### config.mk
export PLATFORM = sky130hd
export DESIGN_NAME = osd_stream_reader
export DESIGN_NICKNAME = d
export VERILOG_FILES = /design/src/rtl/osd_stream_reader.sv
export SDC_FILE = /design/constraint.sdc
export NUM_CORES = 1
export LEC_CHECK = 0
export ABC_AREA = 1
export CAP_MARGIN = 20
export CORE_MARGIN = 2
export CORE_UTILIZATION = 40
export DETAILED_ROUTE_END_ITERATION = 12
export MAX_ROUTING_LAYER = met4
export PLACE_DENSITY_LB_ADDON = 0.3
export SYNTH_ARGS = -nofsm -noshare
export SYNTH_HDL_FRONTEND = slang
export SYNTH_SLANG_ARGS = --single-unit
### constraint.sdc
create_clock -name clk_i -period 3.1 [get_ports clk_i]
set_clock_uncertainty 0.2 [all_clocks]
set_input_delay 0.31 -clock clk_i [delete_from_list [all_inputs] [get_ports clk_i]]
set_output_delay 0.31 -clock clk_i [all_outputs]
set_load 0.05 [all_outputs]
### src/rtl/osd_stream_reader.sv
// Pulls pixels from an upstream FIFO with RD_LAT read latency into a RD_LAT+1 deep
// buffer and presents them as a valid/ready stream framed by sop/eop markers.
module osd_stream_reader #(
   parameter int DATA_W   = 24,
   parameter int RD_LAT   = 1,
   parameter int H_ACTIVE = 1920,
   parameter int V_ACTIVE = 1080
) (
   input  logic              clk_i,
   input  logic              rst_i,
   input  logic              flush_i,
   input  logic              fifo_empty_i,
   input  logic [DATA_W-1:0] fifo_q_i,
   output logic              fifo_rdreq_o,
   output logic              fifo_aclr_o,
   input  logic              vst_ready_i,
   output logic              vst_valid_o,
   output logic [DATA_W-1:0] vst_data_o,
   output logic              vst_sop_o,
   output logic              vst_eop_o,
   output logic              frame_done_o
);

   localparam int BUF_D = RD_LAT + 1;
   localparam int PTR_W = (BUF_D > 1) ? $clog2(BUF_D) : 1;
   localparam int CNT_W = $clog2(BUF_D + 1);
   localparam int H_W   = (H_ACTIVE > 1) ? $clog2(H_ACTIVE) : 1;
   localparam int V_W   = (V_ACTIVE > 1) ? $clog2(V_ACTIVE) : 1;

   localparam logic [PTR_W-1:0] PTR_LAST = PTR_W'(BUF_D - 1);
   localparam logic [CNT_W-1:0] CNT_FULL = CNT_W'(BUF_D);
   localparam logic [H_W-1:0]   H_LAST   = H_W'(H_ACTIVE - 1);
   localparam logic [V_W-1:0]   V_LAST   = V_W'(V_ACTIVE - 1);

   logic [DATA_W-1:0] buf_q [BUF_D];
   logic [PTR_W-1:0]  rd_ptr_q, rd_ptr_d;
   logic [PTR_W-1:0]  wr_ptr_q, wr_ptr_d;
   logic [CNT_W-1:0]  occ_q, occ_d;
   logic [CNT_W-1:0]  in_flight;
   logic [RD_LAT-1:0] pipe_q, pipe_d;
   logic [H_W-1:0]    h_cnt_q, h_cnt_d;
   logic [V_W-1:0]    v_cnt_q, v_cnt_d;
   logic              head_vld, pop, push, rdreq, at_sop, at_eop;

   function automatic logic [PTR_W-1:0] ptr_inc(input logic [PTR_W-1:0] p);
      return (p == PTR_LAST) ? '0 : p + PTR_W'(1);
   endfunction

   assign head_vld = (occ_q != '0) && !rst_i;
   assign pop      = head_vld && vst_ready_i;
   // Returning data is dropped on a flush cycle: it belongs to the aborted stream.
   assign push     = pipe_q[RD_LAT-1] && !flush_i;

   always_comb begin
      in_flight = '0;
      for (int i = 0; i < RD_LAT; i++) begin
         in_flight = in_flight + CNT_W'(pipe_q[i]);
      end
   end

   // A slot freed by this cycle's pop can be re-credited immediately for full rate.
   assign rdreq = !rst_i && !flush_i && !fifo_empty_i &&
                  ((occ_q - CNT_W'(pop) + in_flight) < CNT_FULL);

   always_comb begin
      pipe_d    = '0;
      pipe_d[0] = rdreq;
      for (int i = 1; i < RD_LAT; i++) begin
         pipe_d[i] = pipe_q[i-1];
      end
   end

   assign occ_d    = occ_q + CNT_W'(push) - CNT_W'(pop);
   assign rd_ptr_d = pop  ? ptr_inc(rd_ptr_q) : rd_ptr_q;
   assign wr_ptr_d = push ? ptr_inc(wr_ptr_q) : wr_ptr_q;

   always_comb begin
      h_cnt_d = h_cnt_q;
      v_cnt_d = v_cnt_q;
      if (pop) begin
         if (h_cnt_q == H_LAST) begin
            h_cnt_d = '0;
            v_cnt_d = (v_cnt_q == V_LAST) ? '0 : v_cnt_q + V_W'(1);
         end else begin
            h_cnt_d = h_cnt_q + H_W'(1);
         end
      end
   end

   always_ff @(posedge clk_i) begin
      if (rst_i || flush_i) begin
         occ_q    <= '0;
         pipe_q   <= '0;
         rd_ptr_q <= '0;
         wr_ptr_q <= '0;
         h_cnt_q  <= '0;
         v_cnt_q  <= '0;
      end else begin
         occ_q    <= occ_d;
         pipe_q   <= pipe_d;
         rd_ptr_q <= rd_ptr_d;
         wr_ptr_q <= wr_ptr_d;
         h_cnt_q  <= h_cnt_d;
         v_cnt_q  <= v_cnt_d;
      end
   end

   always_ff @(posedge clk_i) begin
      if (push) begin
         buf_q[wr_ptr_q] <= fifo_q_i;
      end
   end

   always_ff @(posedge clk_i) begin
      if (!rst_i) begin
         assert (!(push && !pop && (occ_q == CNT_FULL)));
         assert (!(pop && (occ_q == '0)));
      end
   end

   assign at_sop = (h_cnt_q == '0) && (v_cnt_q == '0);
   assign at_eop = (h_cnt_q == H_LAST) && (v_cnt_q == V_LAST);

   assign fifo_rdreq_o = rdreq;
   assign fifo_aclr_o  = rst_i || flush_i;
   assign vst_valid_o  = head_vld;
   assign vst_data_o   = head_vld ? buf_q[rd_ptr_q] : '0;
   assign vst_sop_o    = head_vld && at_sop;
   assign vst_eop_o    = head_vld && at_eop;
   assign frame_done_o = pop && at_eop;

endmodule

==> insert_results.sql, run 1 <==
INSERT INTO impl_metrics (metric_group, metric, value, unit) VALUES
('status', 'run_status', 'complete, no violations', ''),
('worst_setup_path', 'r2r-end', 'v_cnt_q[9]$_SDFFE_PP0P_', ''),
('timing', 'setup_repair_after_global_routing_missed_its_margin', 'no', ''),
('hold_path', 'whs_path_depth', '2', ''),
('synthesis', 'synth_area_leaders', 'sky130_fd_sc_hd__edfxtp_1 (41%), sky130_fd_sc_hd__dfxtp_1 (16%), sky130_fd_sc_hd__nand2_1 (9.5%)', ''),
('synthesis', 'netlist_instances', '385', ''),
('cts', 'cts_resized', '0', ''),
('synthesis', 'post-synth-top-count-cell', 'sky130_fd_sc_hd__nand2_1', ''),
('cts', 'cts_setup_buffers', '0', ''),
('timing', 'setup_viol', '0', ''),
('synthesis', 'avgSynthCellArea', '9.24', 'um2'),
('timing', 'fin_setup_tns', '0', 'ns'),
('placed_design', 'pre_cts_slack', '0.731', 'ns'),
('timing', 'report.final.slew_viol_count', '0', ''),
('timing', 'final.min_clock_period', '2.37', 'ns'),
('cts', 'clock_network_latency_to_the_later_pin_of_the_worst_skew_pair', '0.35', 'ns'),
('synthesis', 'synth_top_cell_area_share', '40.5', '%'),
('die', 'die-height', '98.3', 'um'),
('synthesis', 'synth-warning-count', '0', ''),
('drt', 'vias', '2654', ''),
('global_routing', 'vias_in_the_first_global_route', '2621', ''),
('synthesis', 'synth.yosys.seq_area_share', '56.3', '%'),
('timing', 'slew_at_the_pin_closest_to_its_max_slew_limit', '0.494', 'ns'),
('worst_setup_path', 'regToRegStartpoint', 'h_cnt_q[0]$_SDFFE_PP0P_', ''),
('finish', 'finish.net_count', '486', ''),
('timing', 'achievable-frequency', '0.423', 'GHz'),
('finish', 'insertedDiodeCount', '0', ''),
('worst_setup_path', 'worst_r2r_path_depth', '8', ''),
('flow_run', 'drv_cap', '0', ''),
('worst_setup_path', 'crit_type', 'input pin to output port', ''),
('cts', 'cts_tree', 'yes', ''),
('timing', 'post-route-period-util', '76.3', '%'),
('drt', 'initialDrtViolationCount', '65', ''),
('synthesis', 'synth-async-reset-ratio', '0', '%'),
('timing', 'final.hold.worst_slack', '0.286', 'ns'),
('worst_setup_path', 'crit_path_max_fanout', '5', ''),
('synthesis', 'synthTopCellsByCount', 'sky130_fd_sc_hd__nand2_1 (90), sky130_fd_sc_hd__inv_1 (69), sky130_fd_sc_hd__edfxtp_1 (48)', ''),
('cts', 'clock_path_buffers', '2', ''),
('synthesis', 'flip_flop_and_latch_count_after_synthesis', '76', ''),
('worst_setup_path', 'timing.reg2reg.setup_slack', '1.05', 'ns'),
('worst_setup_path', 'kind_of_start_point_of_the_critical_path', 'input pin', ''),
('cts', 'htree_levels', '3', ''),
('synthesis', 'synth_enable_flop_cells', '48', ''),
('global_routing', 'grt_start_max_net_pins', '27', ''),
('cts', 'numClockSinks', '76', ''),
('synthesis', 'post_synth_instance_area', '3560', 'um2'),
('drt', 'drt_drc_violations_left', '0', ''),
('finish', 'final_core_util', '54.5', '%'),
('drt', 'avg_vias_per_cell', '4.70', ''),
('global_routing', 'antenna_violations_before_repair', '0', ''),
('drt', 'drt_pre_antenna_iters', '5', ''),
('worst_setup_path', 'critPathRequiredTime', '2.59', 'ns'),
('timing', 'relative_slew_slack', '66.9', '%'),
('synthesis', 'yosys.area.top_type', 'sky130_fd_sc_hd__edfxtp_1', ''),
('worst_setup_path', 'crit_path_capture_type', 'output port', ''),
('hold_path', 'hold_end', 'v_cnt_q[9]$_SDFFE_PP0P_', ''),
('cts', 'cts.clk_slew.worst_paths', '0.07', 'ns'),
('synthesis', 'main_synth_ff_type', 'sky130_fd_sc_hd__edfxtp_1', ''),
('cts', 'cell_at_the_root_of_the_clock_tree', 'sky130_fd_sc_hd__clkbuf_8', ''),
('worst_setup_path', 'setup.worst_path.start', 'vst_ready_i', ''),
('placed_design', 'gp_congestion', '0.877', ''),
('timing', 'final_report_hold_violation_count', '0', ''),
('finish', 'drive_gt1_share', '18.6', '%'),
('hold_path', 'hp-class', 'register to register', ''),
('drt', 'antenna_violating_nets_left', '0', ''),
('global_routing', 'grt_first_pass_wirelength', '11.8', 'mm'),
('power', 'leakage', '2.00', 'nW'),
('global_routing', 'globalRoute.totalOverflow', '0', ''),
('finish', 'flow.area_growth_from_synthesis', '33.0', '%'),
('die', 'rows', '34', ''),
('power', 'irDropWorstVdd', '0.000247', 'V');
==> stage by stage <==
stage / instance area, um2 / cells / power [mW]
detailed placement: 4560 / 549 / 1.21
global placement: 4560 / 549 / 1.21
global route: 4730 / 565 / 1.93
finish: 4730 / 565 / 1.86
CTS: 4730 / 565 / 1.89
floorplan: 3560 / 385 / 1.15
==> routing by layer <==
layer | global-route usage, % | vias to the layer above | share of wire [%]
li1 | - | 1364 | -
met1 | 18.8 | 1206 | 46
met2 | 26.2 | 76 | 48
met3 | 3.01 | 8 | 5.4
met4 | 6.11 | 0 | 1.3
met5 | - | - | 0
==> sequential cells by signal, indices dropped and copies added (netlist names), named ones only <==
| register | flops |
|---|---|
| rd_ptr_q | 1 |
| occ_q | 2 |
| h_cnt_q | 11 |
| wr_ptr_q | 1 |
| v_cnt_q | 11 |
| buf_q | 48 |
| pipe_q | 1 |
==> cells in the final DEF (no fill, tap or decap), drive strengths merged <==
master | Yosys | layout
nand2 | 91 | 91
inv | 69 | 71
nor2 | 49 | 49
edfxtp | 48 | 48
buf | 7 | 36
clkdlybuf4s50 | 0 | 29
dfxtp | 28 | 28
mux2 | 24 | 24
nand3 | 22 | 22
nor3 | 11 | 11
clkbuf | 2 | 9
o21ai | 8 | 8
ha | 5 | 5
nand4 | 4 | 4
clkinv | 0 | 4
nor4 | 3 | 3
xor2 | 3 | 3
o21bai | 3 | 3
a21oi | 3 | 3
xnor2 | 2 | 2
a31oi | 1 | 1
nor3b | 1 | 1
nand3b | 1 | 1
clkinvlp | 0 | 1
==> where the power goes <==
group          switching (mW)  internal [mW]  total, mW
sequential            0.00206           1.08       1.08
clock                   0.380          0.293      0.672
combinational          0.0486         0.0540      0.103
total                   0.430           1.43       1.86
==> worst max-delay path by stage <==
stage | slack [ns] | cells after the start | end
after floorplan | 0.84 | 6 | fifo_rdreq_o
after global placement | 0.74 | 4 | fifo_aclr_o
after detailed placement | 0.73 | 8 | fifo_rdreq_o
after CTS | 0.70 | 6 | vst_eop_o
after global routing | 0.57 | 10 | fifo_rdreq_o
final | 0.73 | 8 | fifo_rdreq_o
==> cell type report <==
class                           count  area (um2)
Multi-Input combinational cell    231        1250
Clock buffer                        9         124
Inverter                           69         259
Clock inverter                      7        48.8
Fill cell                         773        3950
Tap cell                          108         135
Sequential cell                    76        2000
Timing Repair Buffer               65         911
==> critical path, stage by stage <==
cell and delay (ns):
sky130_fd_sc_hd__clkdlybuf4s50_1 0.51, sky130_fd_sc_hd__inv_1 0.08, sky130_fd_sc_hd__nor3_4 0.29, sky130_fd_sc_hd__o21ai_0 0.14, sky130_fd_sc_hd__nand2_1 0.10, sky130_fd_sc_hd__nor2_1 0.06, sky130_fd_sc_hd__nor2_1 0.19, sky130_fd_sc_hd__buf_12 0.16
==> cells by family after synthesis <==
logic type,synth area share (%)
mux,7.59
xor+xnor,1.23
buf+inv,8.65
simple gates,22.2
flops,56.3
compound gates,2.36
fa+ha+maj,1.76
(Power assumes the default switching activity.)
==> run 2, diff against run 1 <==
==> constraint.sdc (replaced) <==
create_clock -name clk_i -period 2.4 [get_ports clk_i]
set_clock_uncertainty 0.2 [all_clocks]
set_input_delay 0.24 -clock clk_i [delete_from_list [all_inputs] [get_ports clk_i]]
set_output_delay 0.24 -clock clk_i [all_outputs]
set_load 0.05 [all_outputs]
==> run 2 against run 1 <==
Effect of this change:
- count of clock-buffer cells in the layout up 1
- combinational power increased by 31%
- cell count increased by 0.18%
- core utilization rose by 1.1 points
- via count rose by 0.57%
- first-iteration DRC count is 100% higher
- wire length barely moved
- sequential share of layout area down 0.84 points
- power up 36%
- global-route usage increased by 0.32 points
==> insert_results.sql, run 2 (synthesis results as in run 1) <==
INSERT INTO impl_metrics (metric_group, metric, value, unit) VALUES
('status', 'run_status', 'complete, no violations', ''),
('finish', 'mostFrequentLayoutCell', 'sky130_fd_sc_hd__nand2_1', ''),
('finish', 'area_of_the_multi_input_gates', '1260', 'um2'),
('cts', 'cts.clk_slew.worst_paths', '0.08', 'ns'),
('cts', 'cts_resized', '0', ''),
('die', 'core_area', '8680', 'um2'),
('finish', 'layout.filler_cells', '759', ''),
('die', 'die_x', '98.3', 'um'),
('global_routing', 'globalRoute.totalOverflow', '0', ''),
('timing', 'fin_setup_tns', '0', 'ns'),
('worst_setup_path', 'kind_of_start_point_of_the_critical_path', 'register', ''),
('die', 'floorplan.io_pins', '59', ''),
('finish', 'drive_gt1_share', '19.4', '%'),
('power', 'switching_share', '21.6', '%'),
('timing', 'final.min_clock_period', '2.27', 'ns'),
('power', 'internal_power', '1.98', 'mW'),
('flow_run', 'drv_cap', '0', ''),
('worst_setup_path', 'setup.worst_path.start', 'h_cnt_q[0]$_SDFFE_PP0P_', ''),
('worst_setup_path', 'worst_setup_path_endpoint', 'vst_eop_o', ''),
('global_routing', 'grt.total_usage', '16.0', '%'),
('worst_setup_path', 'crit_path_max_fanout', '4', ''),
('power', 'power_density', '524', 'nW/um2'),
('cts', 'cts_setup_buffers', '0', ''),
('cts', 'clock_path_buffers', '2', ''),
('timing', 'slew_at_the_pin_closest_to_its_max_slew_limit', '0.322', 'ns'),
('timing', 'setup_repair_after_global_routing_missed_its_margin', 'no', ''),
('power', 'leakage', '2.03', 'nW'),
('power', 'power.total', '2.53', 'mW'),
('worst_setup_path', 'cpPeakStageDelay', '0.41', 'ns'),
('drt', 'antenna_violating_nets_left', '0', ''),
('global_routing', 'grt_start_max_net_pins', '27', ''),
('cts', 'cell_at_the_root_of_the_clock_tree', 'sky130_fd_sc_hd__clkbuf_8', ''),
('power', 'power_frac_seq', '55.3', '%'),
('finish', 'regMostFlops', 'buf_q', ''),
('hold_path', 'holdCritStartpoint', 'fifo_q_i[18]', ''),
('hold_path', 'hp-class', 'input pin to register', ''),
('placed_design', 'placement.io_buffers', '58', ''),
('timing', 'achievable-frequency', '0.440', 'GHz'),
('worst_setup_path', 'r2r-end', 'v_cnt_q[2]$_SDFFE_PP0P_', ''),
('worst_setup_path', 'crit_path_capture_type', 'output port', ''),
('worst_setup_path', 'regToRegStartpoint', 'h_cnt_q[0]$_SDFFE_PP0P_', ''),
('finish', 'ff_latch_area', '2000', 'um2'),
('cts', 'numClockSinks', '76', ''),
('drt', 'vias', '2669', ''),
('power', 'power.share.clock', '39.4', '%'),
('cts', 'htree_levels', '3', ''),
('die', 'initial_utilization', '41.0', '%'),
('timing', 'post-route-period-util', '94.8', '%'),
('timing', 'final_report_hold_violation_count', '0', ''),
('power', 'net-switching-power', '0.546', 'mW'),
('worst_setup_path', 'timing.reg2reg.setup_slack', '0.46', 'ns'),
('global_routing', 'grt_first_pass_wirelength', '12.0', 'mm'),
('drt', 'wirelength', '7.13', 'mm'),
('drt', 'drt_drc_violations_left', '0', ''),
('die', 'die-height', '98.3', 'um'),
('cts', 'clock_network_latency_to_the_later_pin_of_the_worst_skew_pair', '0.34', 'ns'),
('finish', 'largest_reg_flops', '48', ''),
('global_routing', 'vias_in_the_first_global_route', '2629', ''),
('power', 'comb_power_share', '5.3', '%'),
('drt', 'post_drt_wl_per_cell', '12.6', 'um'),
('global_routing', 'antenna_violations_before_repair', '0', ''),
('drt', 'drt_pre_antenna_iters', '4', ''),
('worst_setup_path', 'crit_type', 'register to output port', ''),
('worst_setup_path', 'worstPathCellList', 'ha_1 -> nand3_1 -> nor2_2 -> nand3_1 -> nor2_1 -> buf_12', ''),
('finish', 'mostFrequentLayoutCells', 'sky130_fd_sc_hd__nand2_1 (90), sky130_fd_sc_hd__inv_1 (69), sky130_fd_sc_hd__edfxtp_1 (48)', ''),
('drt', 'avg_vias_per_cell', '4.72', ''),
('placed_design', 'gp_congestion', '0.852', ''),
('placed_design', 'dp_hpwl', '5.15', 'mm'),
('finish', 'flow.area_growth_from_synthesis', '35.7', '%'),
('timing', 'relative_slew_slack', '78.5', '%'),
('finish', 'insertedDiodeCount', '0', ''),
('cts', 'postCtsHoldBufs', '0', ''),
('finish', 'finish.net_count', '487', ''),
('worst_setup_path', 'arrival', '1.83', 'ns'),
('drt', 'initialDrtViolationCount', '131', ''),
('finish', 'layout_top_registers', 'buf_q: 48 flops, h_cnt_q: 11 flops, v_cnt_q: 11 flops', ''),
('worst_setup_path', 'crit_path_top_delay_cell', 'sky130_fd_sc_hd__dfxtp_1', ''),
('timing', 'setup_viol', '0', ''),
('cts', 'cts_tree', 'yes', ''),
('die', 'rows', '34', ''),
('cts', 'cts_inserted_buffers', '9', ''),
('worst_setup_path', 'critical_path.most_common_cell', 'sky130_fd_sc_hd__nand3_1', ''),
('worst_setup_path', 'critPathRequiredTime', '1.96', 'ns'),
('timing', 'report.final.slew_viol_count', '0', ''),
('die', 'die_area', '9670', 'um2'),
('power', 'irDropWorstVdd', '0.000327', 'V'),
('worst_setup_path', 'worst_r2r_path_depth', '9', '');
==> run 2: cell count changes in the layout (fill, tap and decap cells not counted) <==
cell,before,now
sky130_fd_sc_hd__buf_12,28,32
sky130_fd_sc_hd__buf_4,8,6
sky130_fd_sc_hd__bufinv_16,0,1
sky130_fd_sc_hd__clkbuf_8,9,10
sky130_fd_sc_hd__clkdlybuf4s50_1,29,28
sky130_fd_sc_hd__clkinv_2,3,0
sky130_fd_sc_hd__clkinv_4,1,2
sky130_fd_sc_hd__clkinvlp_4,1,2
sky130_fd_sc_hd__inv_6,2,1
sky130_fd_sc_hd__nor2_1,44,42
sky130_fd_sc_hd__nor2_2,5,7
==> run 2: per-stage QoR <==
step           util (%)  worst slack [ns]  hold WS [ns]  area (um2)  instances
2_1_floorplan         -             0.157         0.139        3560        385
3_3_place_gp       53.2             0.211         0.259        4620        550
3_5_place_dp       53.2             0.176         0.270        4620        550
4_1_cts            55.6           0.00521         0.251        4820        566
5_1_grt            55.7            0.0206         0.248        4830        566
6_report           55.7             0.125         0.268        4830        566
==> run 2: critical path, delay by kind of cell, from the launching register on <==
kind,cells,cell delay [ns]
AND/OR/NAND/NOR,4,0.67
flip-flops,1,0.41
adder cells (fa/ha/maj),1,0.25
buffers and inverters,1,0.17
==> run 2: how the worst min path moves through the flow <==
stage / end / slack, ns / cells after the start
6_report: buf_q[1][18]$_DFFE_PP_ / 0.27 / 1
5_1_grt: buf_q[1][18]$_DFFE_PP_ / 0.25 / 1
4_1_cts: buf_q[1][18]$_DFFE_PP_ / 0.25 / 1
3_5_place_dp: v_cnt_q[9]$_SDFFE_PP0P_ / 0.27 / 2
3_3_place_gp: v_cnt_q[9]$_SDFFE_PP0P_ / 0.26 / 2
2_1_floorplan: buf_q[0][0]$_DFFE_PP_ / 0.14 / 0
==> run 2: layout make-up <==
| type | count | area share, % |
|---|---|---|
| Timing Repair Buffer | 66 | 20.0 |
| Clock inverter | 6 | 1.48 |
| Clock buffer | 10 | 2.85 |
| Sequential cell | 76 | 41.5 |
| Tap cell | 108 | 2.80 |
| Inverter | 69 | 5.36 |
| Multi-Input combinational cell | 231 | 26.1 |
==> run 2: per-layer routing <==
metal,up-vias,wire [um],GRT usage (%)
li1,1371,-,-
met1,1232,3190,18.8
met3,2,274,2.93
met4,0,20,5.69
met2,64,3640,27.5
met5,-,0,-
==> run 2: power by group through the flow <==
stage	clock network [mW]	logic (mW)	registers, mW
after floorplan	0	0.0519	1.43
after global placement	0	0.132	1.43
after detailed placement	0	0.136	1.43
after CTS	1.03	0.136	1.40
after global routing	1.08	0.146	1.40
final	0.996	0.135	1.40
==> run 3, diff against run 2 <==
--- a/config.mk
+++ b/config.mk
@@ -9,6 +9,7 @@
 export CAP_MARGIN = 20
 export CORE_MARGIN = 2
 export CORE_UTILIZATION = 40
+export CTS_BUF_LIST = sky130_fd_sc_hd__clkbuf_4 sky130_fd_sc_hd__clkbuf_8
 export DETAILED_ROUTE_END_ITERATION = 12
 export MAX_ROUTING_LAYER = met4
 export PLACE_DENSITY_LB_ADDON = 0.3
==> constraint.sdc (replaced) <==
create_clock -name clk_i -period 2.04 [get_ports clk_i]
set_clock_uncertainty 0.2 [all_clocks]
set_input_delay 0.204 -clock clk_i [delete_from_list [all_inputs] [get_ports clk_i]]
set_output_delay 0.204 -clock clk_i [all_outputs]
set_load 0.05 [all_outputs]
==> run 3 against run 2 <==
Effect of this change:
- setup slack lost 0.068 ns
- clock power grew 40%
- count of clock-buffer cells in the layout did not move
- hold slack lost 0.031 ns
- register-to-register slack got worse by 0.20 ns
- power rose by 26%
- die area unchanged
==> insert_results.sql, run 3 (synthesis results as in run 1) <==
INSERT INTO impl_metrics (metric_group, metric, value, unit) VALUES
('timing', 'setup_repair_after_global_routing_missed_its_margin', 'yes', ''),
('timing', 'relative_slew_slack', '79.2', '%'),
('placed_design', 'gp_congestion', '0.948', ''),
('cts', 'clock_network_latency_to_the_later_pin_of_the_worst_skew_pair', '0.34', 'ns'),
('worst_setup_path', 'regToRegStartpoint', 'h_cnt_q[0]$_SDFFE_PP0P_', ''),
('finish', 'finish.net_count', '495', ''),
('cts', 'numClockSinks', '76', ''),
('drt', 'drt_pre_antenna_iters', '4', ''),
('worst_setup_path', 'crit_type', 'register to output port', ''),
('drt', 'wirelength', '7.25', 'mm'),
('worst_setup_path', 'kind_of_start_point_of_the_critical_path', 'register', ''),
('die', 'core_area', '8680', 'um2'),
('cts', 'cts.clk_slew.worst_paths', '0.08', 'ns'),
('placed_design', 'dp_hpwl', '5.00', 'mm'),
('drt', 'drt_drc_violations_left', '0', ''),
('die', 'rows', '34', ''),
('worst_setup_path', 'arrival', '1.58', 'ns'),
('cts', 'cell_at_the_root_of_the_clock_tree', 'sky130_fd_sc_hd__clkbuf_8', ''),
('timing', 'slew_at_the_pin_closest_to_its_max_slew_limit', '0.311', 'ns'),
('timing', 'report.final.slew_viol_count', '0', ''),
('timing', 'post-route-period-util', '97.2', '%'),
('cts', 'cts_tree', 'yes', ''),
('hold_path', 'hp-class', 'input pin to register', ''),
('finish', 'regMostFlops', 'buf_q', ''),
('drt', 'route.met2.wl', '3.53', 'mm'),
('finish', 'layout_top_registers', 'buf_q: 48 flops, h_cnt_q: 11 flops, v_cnt_q: 11 flops', ''),
('die', 'floorplan.io_pins', '59', ''),
('timing', 'setup_viol', '0', ''),
('worst_setup_path', 'critPathRequiredTime', '1.64', 'ns'),
('worst_setup_path', 'crit_path_capture_type', 'output port', ''),
('drt', 'antenna_violating_nets_left', '0', ''),
('cts', 'cts_inserted_buffers', '9', ''),
('global_routing', 'vias_in_the_first_global_route', '2596', ''),
('global_routing', 'grt.total_usage', '16.2', '%'),
('timing', 'final_report_hold_violation_count', '0', ''),
('die', 'die_area', '9670', 'um2'),
('drt', 'route.top_layer_used', 'met4', ''),
('cts', 'clock_path_buffers', '2', ''),
('worst_setup_path', 'setup.worst_path.start', 'h_cnt_q[1]$_SDFFE_PP0P_', ''),
('finish', 'mostFrequentLayoutCell', 'sky130_fd_sc_hd__nand2_1', ''),
('finish', 'mostFrequentLayoutCells', 'sky130_fd_sc_hd__nand2_1 (87), sky130_fd_sc_hd__inv_1 (65), sky130_fd_sc_hd__edfxtp_1 (48)', ''),
('status', 'run_status', 'complete, no violations', ''),
('timing', 'fin_setup_tns', '0', 'ns'),
('cts', 'htree_levels', '3', ''),
('drt', 'wl_met3', '324', 'um'),
('finish', 'finalNonFillerCells', '574', ''),
('placed_design', 'placement.io_buffers', '58', ''),
('finish', 'drive_gt1_share', '26.2', '%'),
('worst_setup_path', 'crit_path_max_fanout', '3', ''),
('power', 'power_density', '628', 'nW/um2'),
('global_routing', 'grt_first_pass_wirelength', '12.1', 'mm'),
('global_routing', 'antenna_violations_before_repair', '0', ''),
('power', 'irDropWorstVdd', '0.000364', 'V'),
('hold_path', 'holdCritStartpoint', 'fifo_q_i[22]', ''),
('power', 'leakage', '2.11', 'nW'),
('placed_design', 'placed_cell_count', '554', ''),
('drt', 'initialDrtViolationCount', '83', ''),
('global_routing', 'globalRoute.totalOverflow', '0', ''),
('finish', 'flow.area_growth_from_synthesis', '42.8', '%'),
('drt', 'vias', '2702', ''),
('global_routing', 'grt_start_max_net_pins', '26', ''),
('drt', 'avg_vias_per_cell', '4.71', ''),
('flow_run', 'drv_cap', '0', ''),
('drt', 'post_drt_wl_per_cell', '12.6', 'um'),
('timing', 'achievable-frequency', '0.504', 'GHz'),
('die', 'initial_utilization', '41.0', '%'),
('timing', 'final.min_clock_period', '1.98', 'ns'),
('finish', 'insertedDiodeCount', '0', ''),
('die', 'die_x', '98.3', 'um'),
('die', 'die-height', '98.3', 'um'),
('drt', 'routedLengthMet1', '3.28', 'mm'),
('finish', 'largest_reg_flops', '48', '');
## run 3: cell types whose count changed in the layout (fill, tap and decap cells not counted), moves of 4 or more
cell	change
sky130_fd_sc_hd__buf_4	+7
sky130_fd_sc_hd__dfxtp_1	-6
sky130_fd_sc_hd__dfxtp_4	+4
sky130_fd_sc_hd__inv_1	-4
sky130_fd_sc_hd__nor2_1	-6
sky130_fd_sc_hd__nor2_4	+7
## run 3: metrics by stage
step	hold WS, ns	cell area, um2	util, %	power [mW]	worst slack [ns]
6_report	0.237	5080	58.5	3.19	0.0570
5_1_grt	0.227	5080	58.5	3.29	-0.0345
4_1_cts	0.220	4970	57.3	3.22	0.00272
3_5_place_dp	0.264	4660	53.7	1.84	0.0379
3_3_place_gp	0.261	4660	53.7	1.84	0.0676
2_1_floorplan	0.103	3570	-	1.74	0.0360
## run 3: worst max-delay path, stage by stage (launching register included)
cell	delay [ns]
sky130_fd_sc_hd__dfxtp_4	0.37
sky130_fd_sc_hd__inv_4	0.06
sky130_fd_sc_hd__ha_4	0.12
sky130_fd_sc_hd__nand2_2	0.06
sky130_fd_sc_hd__nor3_2	0.15
sky130_fd_sc_hd__nand4_1	0.12
sky130_fd_sc_hd__nor2_2	0.19
sky130_fd_sc_hd__buf_12	0.16
## run 3: timing repair
| action | CTS | global route |
|---|---|---|
| hold buffers | 0 | 0 |
| buffers inserted | 1 | 3 |
| pin swaps | 3 | 10 |
| endpoints found under the setup margin | 28 | 4 |
| resized for setup | 16 | 28 |
## run 3: worst paths after layout
check                                                to  slack (ns)  depth (start not counted)
worst min-delay path             buf_q[0][22]$_DFFE_PP_        0.24                          1
worst max-delay path                          vst_sop_o        0.06                          7
worst min register to register  v_cnt_q[9]$_SDFFE_PP0P_        0.27                          2
worst max register to register  v_cnt_q[5]$_SDFFE_PP0P_        0.26                         10
## run 3: final cells by class
class	count	area [um2]
Clock buffer	10	131
Clock inverter	6	111
Sequential cell	76	2020
Tap cell	108	135
Inverter	69	262
Multi-Input combinational cell	231	1380
Fill cell	721	3600
Timing Repair Buffer	74	1040
## run 3: metal layers
layer	global-route usage, %	up-vias
met4	6.43	0
met5	-	-
met1	19.8	1228
met3	2.72	14
met2	26.7	77
li1	-	1383
## run 3: power breakdown
group	switching [mW]	internal, mW
clock	0.556	0.829
combinational	0.0767	0.0898
sequential	0.00336	1.64
